<file path="src/rtl/lcd_bus_arbiter_if.sv">
// Requester-side handshake bundle for the LCD bus arbiter.
// Two requesters (0 = Nios, 1 = score hardware) share one HD44780 bus.
interface lcd_bus_arbiter_if;
   logic       req0;
   logic       req1;
   logic       rs0;
   logic       rs1;
   logic [7:0] db0;
   logic [7:0] db1;
   logic       ack0;
   logic       ack1;
   logic       done0;
   logic       done1;

   modport master (
      output req0, req1, rs0, rs1, db0, db1,
      input  ack0, ack1, done0, done1
   );

   modport slave (
      input  req0, req1, rs0, rs1, db0, db1,
      output ack0, ack1, done0, done1
   );
endinterface

</file>
<file path="src/rtl/lcd_bus_arbiter.sv">
// Two-requester HD44780 write arbiter with setup/enable/hold/settle timing.
// Define LCD_ARB_RR_EN for round-robin tie breaking (default: requester 0 wins).
module lcd_bus_arbiter #(
   parameter int SETUP_CYC    = 2,
   parameter int EN_CYC       = 12,
   parameter int HOLD_CYC     = 2,
   parameter int WAIT_CMD_CYC = 2000,
   parameter int WAIT_CLR_CYC = 82000
) (
   input  logic             clk_clk,
   input  logic             reset_reset,
   lcd_bus_arbiter_if.slave req_if,
   output logic             lcd_out_rs,
   output logic             lcd_out_rw,
   output logic             lcd_out_en,
   output logic [7:0]       lcd_out_db,
   output logic             busy_export
);

   localparam int M1 = (SETUP_CYC > EN_CYC) ? SETUP_CYC : EN_CYC;
   localparam int M2 = (M1 > HOLD_CYC) ? M1 : HOLD_CYC;
   localparam int M3 = (M2 > WAIT_CMD_CYC) ? M2 : WAIT_CMD_CYC;
   localparam int MX = (M3 > WAIT_CLR_CYC) ? M3 : WAIT_CLR_CYC;
   localparam int CW = $clog2(MX + 1);

   typedef enum logic [2:0] {
      IDLE,
      SETUP,
      EN_HI,
      HOLD,
      WAIT
   } state_t;

   state_t        state_q;
   state_t        state_d;
   logic [CW-1:0] cnt_q;
   logic [CW-1:0] cnt_ld;
   logic          sel_q;
   logic          rs_q;
   logic [7:0]    db_q;
   logic          done_q;
   logic          any_req;
   logic          pick;
   logic          cnt_zero;
   logic          long_wait;

   assign any_req   = req_if.req0 | req_if.req1;
   assign cnt_zero  = (cnt_q == '0);
   assign long_wait = ~rs_q & ((db_q == 8'h01) | (db_q == 8'h02));

`ifdef LCD_ARB_RR_EN
   logic last_q;

   // On a tie the requester not granted last wins.
   assign pick = req_if.req1 & (~req_if.req0 | ~last_q);

   always_ff @(posedge clk_clk) begin
      if (reset_reset)
         last_q <= 1'b1;
      else if (state_q == IDLE && any_req)
         last_q <= pick;
   end
`else
   assign pick = req_if.req1 & ~req_if.req0;
`endif

   always_ff @(posedge clk_clk) begin
      if (reset_reset) begin
         state_q <= IDLE;
         cnt_q   <= '0;
         sel_q   <= 1'b0;
         rs_q    <= 1'b0;
         db_q    <= 8'h00;
         done_q  <= 1'b0;
      end else begin
         state_q <= state_d;
         done_q  <= (state_q == WAIT) && cnt_zero;
         if (state_q != state_d)
            cnt_q <= cnt_ld;
         else if (!cnt_zero)
            cnt_q <= cnt_q - 1'b1;
         if (state_q == IDLE && any_req) begin
            sel_q <= pick;
            rs_q  <= pick ? req_if.rs1 : req_if.rs0;
            db_q  <= pick ? req_if.db1 : req_if.db0;
         end
      end
   end

   always_comb begin
      state_d = state_q;
      cnt_ld  = '0;
      unique case (state_q)
         IDLE:  if (any_req) state_d = SETUP;
         SETUP: if (cnt_zero) state_d = EN_HI;
         EN_HI: if (cnt_zero) state_d = HOLD;
         HOLD:  if (cnt_zero) state_d = WAIT;
         WAIT:  if (cnt_zero) state_d = IDLE;
         default: state_d = IDLE;
      endcase
      unique case (state_d)
         SETUP:   cnt_ld = CW'(SETUP_CYC - 1);
         EN_HI:   cnt_ld = CW'(EN_CYC - 1);
         HOLD:    cnt_ld = CW'(HOLD_CYC - 1);
         WAIT:    cnt_ld = long_wait ? CW'(WAIT_CLR_CYC - 1)
                                     : CW'(WAIT_CMD_CYC - 1);
         default: cnt_ld = '0;
      endcase
   end

   logic first_setup;

   always_comb begin
      first_setup  = (state_q == SETUP) && (cnt_q == CW'(SETUP_CYC - 1));
      req_if.ack0  = first_setup & ~sel_q;
      req_if.ack1  = first_setup & sel_q;
      req_if.done0 = done_q & ~sel_q;
      req_if.done1 = done_q & sel_q;
      lcd_out_en   = (state_q == EN_HI);
      busy_export  = (state_q != IDLE);
      lcd_out_rs   = rs_q;
      lcd_out_db   = db_q;
      lcd_out_rw   = 1'b0;
   end

endmodule
</file>
<file path="src/flat_wrapper.sv">
// flat-port wrapper written by rule: the top's interface ports become plain ports
module lcd_bus_arbiter_flat 
#(
   parameter int SETUP_CYC    = 2,
   parameter int EN_CYC       = 12,
   parameter int HOLD_CYC     = 2,
   parameter int WAIT_CMD_CYC = 2000,
   parameter int WAIT_CLR_CYC = 82000
)
  (clk_clk, reset_reset, lcd_out_rs, lcd_out_rw, lcd_out_en, lcd_out_db, busy_export, req_if_req0, req_if_req1, req_if_rs0, req_if_rs1, req_if_db0, req_if_db1, req_if_ack0, req_if_ack1, req_if_done0, req_if_done1);
  lcd_bus_arbiter_if req_if_i ();
  input  logic clk_clk;
  input  logic reset_reset;
  output logic lcd_out_rs;
  output logic lcd_out_rw;
  output logic lcd_out_en;
  output logic [7:0] lcd_out_db;
  output logic busy_export;
  input wire logic [$bits(req_if_i.req0)-1:0] req_if_req0;
  input wire logic [$bits(req_if_i.req1)-1:0] req_if_req1;
  input wire logic [$bits(req_if_i.rs0)-1:0] req_if_rs0;
  input wire logic [$bits(req_if_i.rs1)-1:0] req_if_rs1;
  input wire logic [$bits(req_if_i.db0)-1:0] req_if_db0;
  input wire logic [$bits(req_if_i.db1)-1:0] req_if_db1;
  output wire logic [$bits(req_if_i.ack0)-1:0] req_if_ack0;
  output wire logic [$bits(req_if_i.ack1)-1:0] req_if_ack1;
  output wire logic [$bits(req_if_i.done0)-1:0] req_if_done0;
  output wire logic [$bits(req_if_i.done1)-1:0] req_if_done1;
  assign req_if_i.req0 = req_if_req0;
  assign req_if_i.req1 = req_if_req1;
  assign req_if_i.rs0 = req_if_rs0;
  assign req_if_i.rs1 = req_if_rs1;
  assign req_if_i.db0 = req_if_db0;
  assign req_if_i.db1 = req_if_db1;
  assign req_if_ack0 = req_if_i.ack0;
  assign req_if_ack1 = req_if_i.ack1;
  assign req_if_done0 = req_if_i.done0;
  assign req_if_done1 = req_if_i.done1;
  lcd_bus_arbiter #(.SETUP_CYC(SETUP_CYC), .EN_CYC(EN_CYC), .HOLD_CYC(HOLD_CYC), .WAIT_CMD_CYC(WAIT_CMD_CYC), .WAIT_CLR_CYC(WAIT_CLR_CYC)) u_core (.clk_clk(clk_clk), .reset_reset(reset_reset), .req_if(req_if_i), .lcd_out_rs(lcd_out_rs), .lcd_out_rw(lcd_out_rw), .lcd_out_en(lcd_out_en), .lcd_out_db(lcd_out_db), .busy_export(busy_export));
endmodule
</file>
<file path="config.mk">
export PLATFORM = sky130hd
export DESIGN_NAME = lcd_bus_arbiter_flat
export DESIGN_NICKNAME = d
export VERILOG_FILES = /design/src/rtl/lcd_bus_arbiter_if.sv /design/src/rtl/lcd_bus_arbiter.sv /design/src/flat_wrapper.sv
export SDC_FILE = /design/constraint.sdc
export NUM_CORES = 1
export LEC_CHECK = 0
export ABC_AREA = 1
export CORE_MARGIN = 3
export CORE_UTILIZATION = 25
export DETAILED_ROUTE_END_ITERATION = 8
export GPL_TIMING_DRIVEN = 0
export PLACE_DENSITY = 0.52
export SLEW_MARGIN = 15
export SYNTH_ARGS = -nofsm -noshare
export SYNTH_HDL_FRONTEND = slang
export SYNTH_SLANG_ARGS = --single-unit
</file>
<file path="constraint.sdc">
create_clock -name clk_clk -period 1.85 [get_ports clk_clk]
set_input_delay 0.2775 -clock clk_clk [delete_from_list [all_inputs] [get_ports clk_clk]]
set_output_delay 0.2775 -clock clk_clk [all_outputs]
set_load 0.01 [all_outputs]
</file>
==> results of run 1 <==
[Yosys cell counts, drive strengths merged]
library cell,count
xnor2,6
o211ai,4
nand2,59
ha,3
xor2,9
buf,4
or2,2
clkinv,1
conb,1
nor2,41
clkbuf,3
a31oi,9
dfxtp,31
nand3,16
inv,25
o21ai,14
nor4,7
and3,1
a21oi,10
nor3,7
o2111ai,1
nand4,3
a31o,1
[power by group through the flow]
stage	clock (mW)	combinational (mW)	sequential, mW
6_report	0.714	3.29	1.15
5_1_grt	0.751	3.65	1.18
4_1_cts	0.733	2.80	1.11
3_5_place_dp	0	2.35	1.10
3_3_place_gp	0	2.37	1.09
2_1_floorplan	0	1.77	1.07
[state kept, by name, indices dropped and copies added, names as in the netlist]
register / count
u_core.cnt_q: 17
u_core.done_q: 1
u_core.lcd_out_db: 8
u_core.state_q: 3
u_core.lcd_out_rs: 1
u_core.sel_q: 1
[through the flow]
stage | hold slack [ps] | TNS [ps] | area, µm² | total power [mW] | cells
finish | 520 | -1270 | 2840 | 5.15 | 416
global route | 547 | -3360 | 2840 | 5.57 | 416
CTS | 521 | -569 | 2640 | 4.65 | 409
detailed placement | 509 | -2440 | 2310 | 3.45 | 390
global placement | 502 | -2640 | 2310 | 3.46 | 390
floorplan | 347 | 0 | 1830 | 2.84 | 258
[cells by family after synthesis]
logic type	share of synthesized area (%)
AOI/OAI and AO/OA	12.7
xor gates and xnor gates	7.20
buffers and inverters	8.02
and+or+nand+nor	35.8
adders and majority gates	2.06
other	0.205
DFF	34.0
[final cells by class]
cell class                 instances  area, µm²  area share, %
multi-input combinational        194       1280           45.0
sequential                        31        636           22.4
timing repair buffer              54        524           18.4
tap                               96        120           4.23
inverter                          26        115           4.05
clock buffer                       6       82.6           2.90
buffer                             7       51.3           1.80
clock inverter                     2       35.0           1.23
[layer usage]
layer | wire length [µm] | track usage [%] | vias to the layer above
met3 | 380 | 3.73 | 11
met1 | 2300 | 15.4 | 866
met4 | 118 | 4.77 | 0
met5 | 0 | 0 | -
li1 | - | - | 978
met2 | 2760 | 22.4 | 63
[worst reg2reg max path, cell delays in order, from the launching register on]
cell and delay (ps):
dfxtp_2 330, inv_2 50, buf_6 110, ha_4 150, inv_2 50, nor2_1 30, nand2_1 90, nor2_4 60
buf_6 130, nand2_8 80, clkinv_8 50, o21ai_4 270, buf_2 250, o211ai_1 130, a21oi_2 120
[path summary, 6_finish.rpt]
kind,startpoint,endpoint,cells after the start
worst min register to register,u_core.sel_q,u_core.sel_q,2
worst max-delay path,u_core.cnt_q[1],u_core.cnt_q[8],14
worst max register to register,u_core.cnt_q[1],u_core.cnt_q[8],14
worst min-delay path,u_core.sel_q,u_core.sel_q,2
[repair_timing]
action	in CTS	in global routing
setup buffers	11	5
gates cloned	0	2
endpoints found under the setup margin	20	21
resized for setup	46	29
pin swaps	13	10
==> metrics, run 1 <==
peak fanout along the critical path 6; CP top delay family buffers and inverters; reg2reg setup slack -110 ps; Final Slew Violations 0; WP data required roughly 2100 ps; drt initial violations between 100 and 150; Post-layout nets 344; Critical Path Max Stage Delay 330 ps; FP Rows 30; HP Class reg -> reg; Critical Path Start Type register; Max transition margin slightly above 60%; share of post-route cells with drive strength above 1 28.4%; Avg Inst Size Synth between 7 and 8 µm²; Initial Util about a quarter; Gate power share approximately 64%; fmax around 0.51 GHz; core box area 0.00694 mm²; fill count 687; cell accounting for the most synthesized area dfxtp_1; GPL Wtd Cong 0.776; NetSw around 2.4 mW; crit end category register; Die W around 90 µm; via count 1,918; Clk pwr share between 10% and 20%; kind of critical path reg -> reg; peak supply drop 0.549 mV; syn nets about 280; Worst Path Buf+Inv 6; P&R area growth vs syn 55.7%; CP max-delay cell dfxtp_2; Clock Skew 7.84 ps; n_diodes 0; Yosys top cell area share between 30 and 40%; GRT Util Overall 13.1%; die area 0.00836 mm²; clock tree sinks 31; H-Tree Depth 2; Routed wire per std cell 13.4 µm; most common cell after layout, fill and taps aside nand2_1; critical path, cell by cell inv_2 > buf_6 > ha_4 > inv_2 > nor2_1 > nand2_1 > nor2_4 > buf_6 > nand2_8 > clkinv_8 > o21ai_4 > buf_2 > o211ai_1 > a21oi_2; Max Cap Violations 0; largest net degree at the start of global routing 11; status finished with violations; Routed Antenna Nets 0; Pint between 2 and 3 mW; clk slew on worst S/H paths 80 ps; hpwl dp 3710 µm; final hold viol count 0; Final min period 1960 ps; share of total power in sequential cells 22.3%; YS warnings 0; number of global-route vias before repair ~1,900; top cells by area, synth dfxtp_1 34%, nand2_1 10%, nor2_1 6.8%, inv_1 4.7%, xor2_1 4.3%; pre-CTS setup slack -197 ps; final-report setup violation count 19; Cells after Synth around 260; Synth Cell Area 0.00183 mm²; Root Driver clkbuf_8; CTS tree done; failing checks setup timing; Sw Share a little under half; post-synthesis cell type count 36; Setup WS post-layout -111 ps; Clock Path Buffers 2; leading cell types in the layout, fill and taps excluded 48 x nand2_1, 34 x clkdlybuf4s50_1, 29 x nor2_1; pwr dens 1810 mW/mm²; # port buffers 36; Worst Max-Slew Pin Slew 580 ps; die span in y 91.5 µm; initial antenna violation count 0; final wirelength approximately 5600 µm; global-route wire length before repair about 8900 µm; total CTS buffers 5; WP data arrival 2190 ps; Clock Latency Late Sink roughly 290 ps; DRC violation count after routing 0; Final Core Density 40.9%; register area share after synthesis 34.0%; leakage power total roughly 1.2 nW; drt pass-1 iters 5; vias per cell 4.61; CTS Hold Bufs 0; fin crit share 106%; IO Count 38; Yosys reg bits 31; RSZ-0062 raised after global routing yes; GRT overflow 0
No activity file was read; power rests on OpenSTA's default activity.
==> run 2, diff against run 1 <==
Settings changed: CORE_MARGIN 3 to 10, CORE_UTILIZATION 25 to 30, PLACE_DENSITY 0.52 to 0.59.
==> run 2 against run 1 <==
The run still ends with setup timing left. Critical path depth fell by 6. Fmax fell by 1.7%. Sequential share of layout area increased by 2.4 points. Clock power is essentially flat. Cell area down 10%. Clock skew decreased by 1.5 ps. Die area rose by 15%. Sequential power about the same. Via count is 5.5% lower. Count of clock-buffer cells in the layout stayed put. Register-to-register slack improved by 20 ps. Critical endpoint is now req_if_ack1. Highest routed layer unchanged.
==> metrics, run 2 (synthesized netlist as in run 1, its figures left out) <==
fill count 616; leakage power total 1.07 nW; crit end category output pin; critical path, cell by cell inv_4 > ha_4 > nand3_2 > nor4_2 > nand4_1 > buf_4 > nor2_2 > buf_2; Routed wire per std cell 13.5 µm; FP Rows 28; leading cell types in the layout, fill and taps excluded 48 x nand2_1, 34 x clkdlybuf4s50_1, 26 x nor2_1; fin crit share 108%; number of global-route vias before repair ~1,900; pwr dens 1770 mW/mm²; drt pass-1 iters 4; CTS tree done; hpwl dp 3970 µm; # port buffers 36; peak fanout along the critical path 4; CP top delay family simple AND/OR/NAND/NOR gates; Critical Path Max Stage Delay 340 ps; Initial Util 30.8%; vias per cell between 4 and 5; status finished with violations; via count approximately 1,800; clock tree sinks 31; global-route wire length before repair around 8600 µm; GRT overflow 0; DRC violation count after routing 0; Critical Path Start Type register; final instance area approximately 0.0026 mm²; P&R area growth vs syn 40.2%; Clock Path Buffers 2; Max transition margin 62.2%; die area 0.00960 mm²; core box area 0.00592 mm²; H-Tree Depth 2; final-report setup violation count 16; placed cells 369; kind of critical path reg -> out; max reg flops 17; Clock Latency Late Sink 290 ps; WP data arrival 1720 ps; Post-layout nets 332; Final Core Density 43.2%; drt initial violations 99; initial antenna violation count 0; Reg with most FFs u_core.cnt_q; CP max-delay cell dfxtp_2; Setup WS post-layout -145 ps; Max Cap Violations 0; Die W 98.0 µm; HP Class reg -> reg; IO Count 38; most common cell after layout, fill and taps aside nand2_1; die span in y 98.0 µm; RSZ-0062 raised after global routing yes; final hold viol count 0; Placed Area 0.00228 mm²; Clock Skew 6.30 ps; GPL Wtd Cong 0.850; share of post-route cells with drive strength above 1 21.8%; final wirelength 5160 µm; Worst Path Buf+Inv 3; peak supply drop 0.612 mV; failing checks setup timing; largest net degree at the start of global routing 11; Final min period 1990 ps; fmax 0.501 GHz; Final Slew Violations 0; Total Power 4.53 mW; total CTS buffers 5; clk slew on worst S/H paths 70 ps; Worst Max-Slew Pin Slew around 570 ps; Post-Layout Cell Count roughly 380; Routed Antenna Nets 0; Root Driver clkbuf_8; Hold WS 526 ps; GRT Util Overall 10.7%; n_diodes 0; WP data required 1570 ps
==> run 2: final timing paths <==
check             startpoint              end  slack [ps]  cells past startpoint
min             u_core.sel_q     u_core.sel_q         530                      2
min reg2reg     u_core.sel_q     u_core.sel_q         530                      2
max          u_core.cnt_q[1]      req_if_ack1        -140                      8
max reg2reg  u_core.cnt_q[0]  u_core.cnt_q[2]         -90                     14
==> run 2: report_power, final <==
part	internal, mW	switching [mW]
Combinational	1.13	1.56
Sequential	0.884	0.239
Clock	0.436	0.277
==> run 2: metal layers <==
layer  wire, µm  vias to the layer above  GRT usage [%]
li1           -                      947              -
met1       2310                      810           11.9
met2       2340                       46           17.5
met3        422                        9           4.86
met4         81                        0           4.14
met5          0                        -              0
==> run 2: area by class of cell <==
cell class	count	area, µm²	area share (%)
Clock inverter	2	35.0	1.37
Buffer	7	47.5	1.86
Multi-Input combinational cell	194	1170	45.6
Inverter	26	105	4.11
Clock buffer	6	82.6	3.23
Sequential cell	31	633	24.7
Tap cell	75	93.8	3.67
Timing Repair Buffer	42	395	15.5
==> run 2: stage by stage <==
stage                     setup WS, ps  TNS (ps)
final                             -145      -881
after global routing              -233     -3590
after CTS                        -94.2      -134
after detailed placement          -150     -1630
after global placement            -156     -1720
after floorplan                    133         0
==> run 2: repair_timing <==
item	in CTS	in global routing
gates cloned	1	0
hold buffers	0	0
gates resized for setup	24	24
pin swaps	5	14
buffers inserted	2	3
setup endpoints to repair	20	21
==> run 2: worst min-delay path: cells and delay by family, from the launching register on <==
family | cells | cell delay, ps
AOI/OAI and AO/OA | 1 | 50
and+or+nand+nor | 1 | 80
DFF | 1 | 350
==> run 3, diff against run 2 <==
Settings changed: CORE_UTILIZATION 30 to 46, CTS_CLUSTER_SIZE set to 10, PLACE_DENSITY 0.59 to 0.82, RECOVER_POWER set to 100.
==> run 3 against run 2 <==
The run still ends with setup timing left. Global-route usage rose by 3.9 points. Die area down 28%. Clock power is 28% lower. Highest routed layer unchanged. Count of clock-buffer cells in the layout increased by 1. Largest power group unchanged.
==> metrics, run 3 (synthesized netlist as in run 1, its figures left out) <==
status finished with violations; failing checks setup timing; drt initial violations 196; Final Slew Violations 0; largest net degree at the start of global routing 11; H-Tree Depth 2; drt pass-1 iters 4; Routed Antenna Nets 0; Max transition margin 57.7%; Setup WS post-layout -135 ps; final instance area 0.00267 mm²; most common cell after layout, fill and taps aside nand2_1; core box area 0.00374 mm²; fmax 0.504 GHz; WP data arrival 1710 ps; DRC violation count after routing 0; Pint 2.51 mW; placed cells 342; peak fanout along the critical path 4; final-report setup violation count 3; Clock Path Buffers 2; GRT Util Overall 14.6%; Critical Path Start Type register; WP data required about 1600 ps; Die W 83.0 µm; final hold viol count 0; die span in y 83.0 µm; GPL Wtd Cong 0.889; FP Rows 22; Max Cap Violations 0; peak supply drop roughly 0.75 mV; global-route wire length before repair 8680 µm; HP Class reg -> reg; NetSw 2.37 mW; n_diodes 0; RSZ-0062 raised after global routing yes; fin crit share 107%; Placed Area 0.00225 mm²; Gate power share between 60% and 70%; share of post-route cells with drive strength above 1 28.3%; GRT overflow 0; kind of critical path reg -> out; die area 0.00689 mm²; initial antenna violation count 0; P&R area growth vs syn 46.1%; Worst Max-Slew Pin Slew 635 ps; Clock Skew ~6.1 ps; max reg flops 17; final wirelength 5520 µm; clock tree sinks 31; Initial Util 48.8%; CTS tree done; vias per cell roughly 5.3; Post-layout nets 339; Routed wire per std cell 15.2 µm; total CTS buffers 5; Clk pwr share 10.5%; pre-CTS setup slack -153 ps; number of global-route vias before repair 1,853; IO Count 38; Root Driver clkbuf_8; hpwl dp 3680 µm; via count 1,939; clk slew on worst S/H paths ~70 ps; leading cell types in the layout, fill and taps excluded 45 x nand2_1, 28 x clkdlybuf4s50_1, 26 x nor2_1; share of total power in sequential cells 23.6%; Clock Latency Late Sink 290 ps; leakage power total 1.14 nW; # port buffers 36; Reg with most FFs u_core.cnt_q; pwr dens between 1500 and 2000 mW/mm²; Final min period 1980 ps; Sw Share 48.5%; Post-Layout Cell Count 363; crit end category output pin
## run 3: cell count changes in the layout (fill, tap and decap cells not counted), sizes merged
cell	before	now
buf	12	19
bufinv	1	0
clkbuf	9	10
clkdlybuf4s50	34	28
clkinv	2	3
dlygate4sd3	0	5
dlymetal6s2s	0	1
inv	25	24
## run 3: power by group through the flow
stage	combinational [mW]	clock, mW	sequential (mW)
after global routing	3.51	0.560	1.18
after global placement	2.30	0	1.09
after detailed placement	2.34	0	1.09
final	3.21	0.511	1.15
after floorplan	1.77	0	1.07
after CTS	2.55	0.516	1.10
## run 3: routing by layer
metal  GRT usage, %  vias to the layer above  wire, µm
li1               -                      967         -
met1           16.6                      876      2240
met2           24.0                       84      2690
met3           6.64                       12       507
met4           4.00                        0        91
met5              0                        -         0
## run 3: area by class of cell
cell class                 count  area, µm²
clock inverter                 1       5.00
buffer                         7       47.5
inverter                      26        118
clock buffer                   7       76.3
multi-input combinational    194       1260
fill                         300       1080
tap                           48       60.1
timing repair buffer          49        462
sequential                    31        634
## run 3: path summary, 6_finish.rpt
path                            depth (start not counted)             from               to  slack (ps)
worst max register to register                         17  u_core.cnt_q[1]  u_core.cnt_q[2]         -10
worst max-delay path                                    8  u_core.cnt_q[1]      req_if_ack0        -130
worst min register to register                          2     u_core.sel_q     u_core.sel_q         530
worst min-delay path                                    2     u_core.sel_q     u_core.sel_q         530
## run 3: worst max-delay path, stage by stage, from the launching register on
cell,delay (ps)
dfxtp_2,340
inv_4,70
buf_4,120
ha_4,130
nand3_2,70
nor4_2,210
nand4_1,200
nor2_1,140
buf_2,150
## run 3: through the flow
stage          util [%]  total power [mW]  hold WS, ps  setup TNS [ps]
6_report           71.2              4.87          529            -251
5_1_grt            71.2              5.26          551           -1580
4_1_cts            64.6              4.17          528           -20.6
3_5_place_dp       60.0              3.43          519           -1690
3_3_place_gp       60.0              3.39          504           -1220
2_1_floorplan         -              2.84          347               0
## run 3: timing repair
action,in CTS,in global routing
gates resized for setup,27,52
buffers inserted,4,8
hold buffers,0,0
gates cloned,1,0
setup endpoints to repair,20,21
pin swaps,11,20
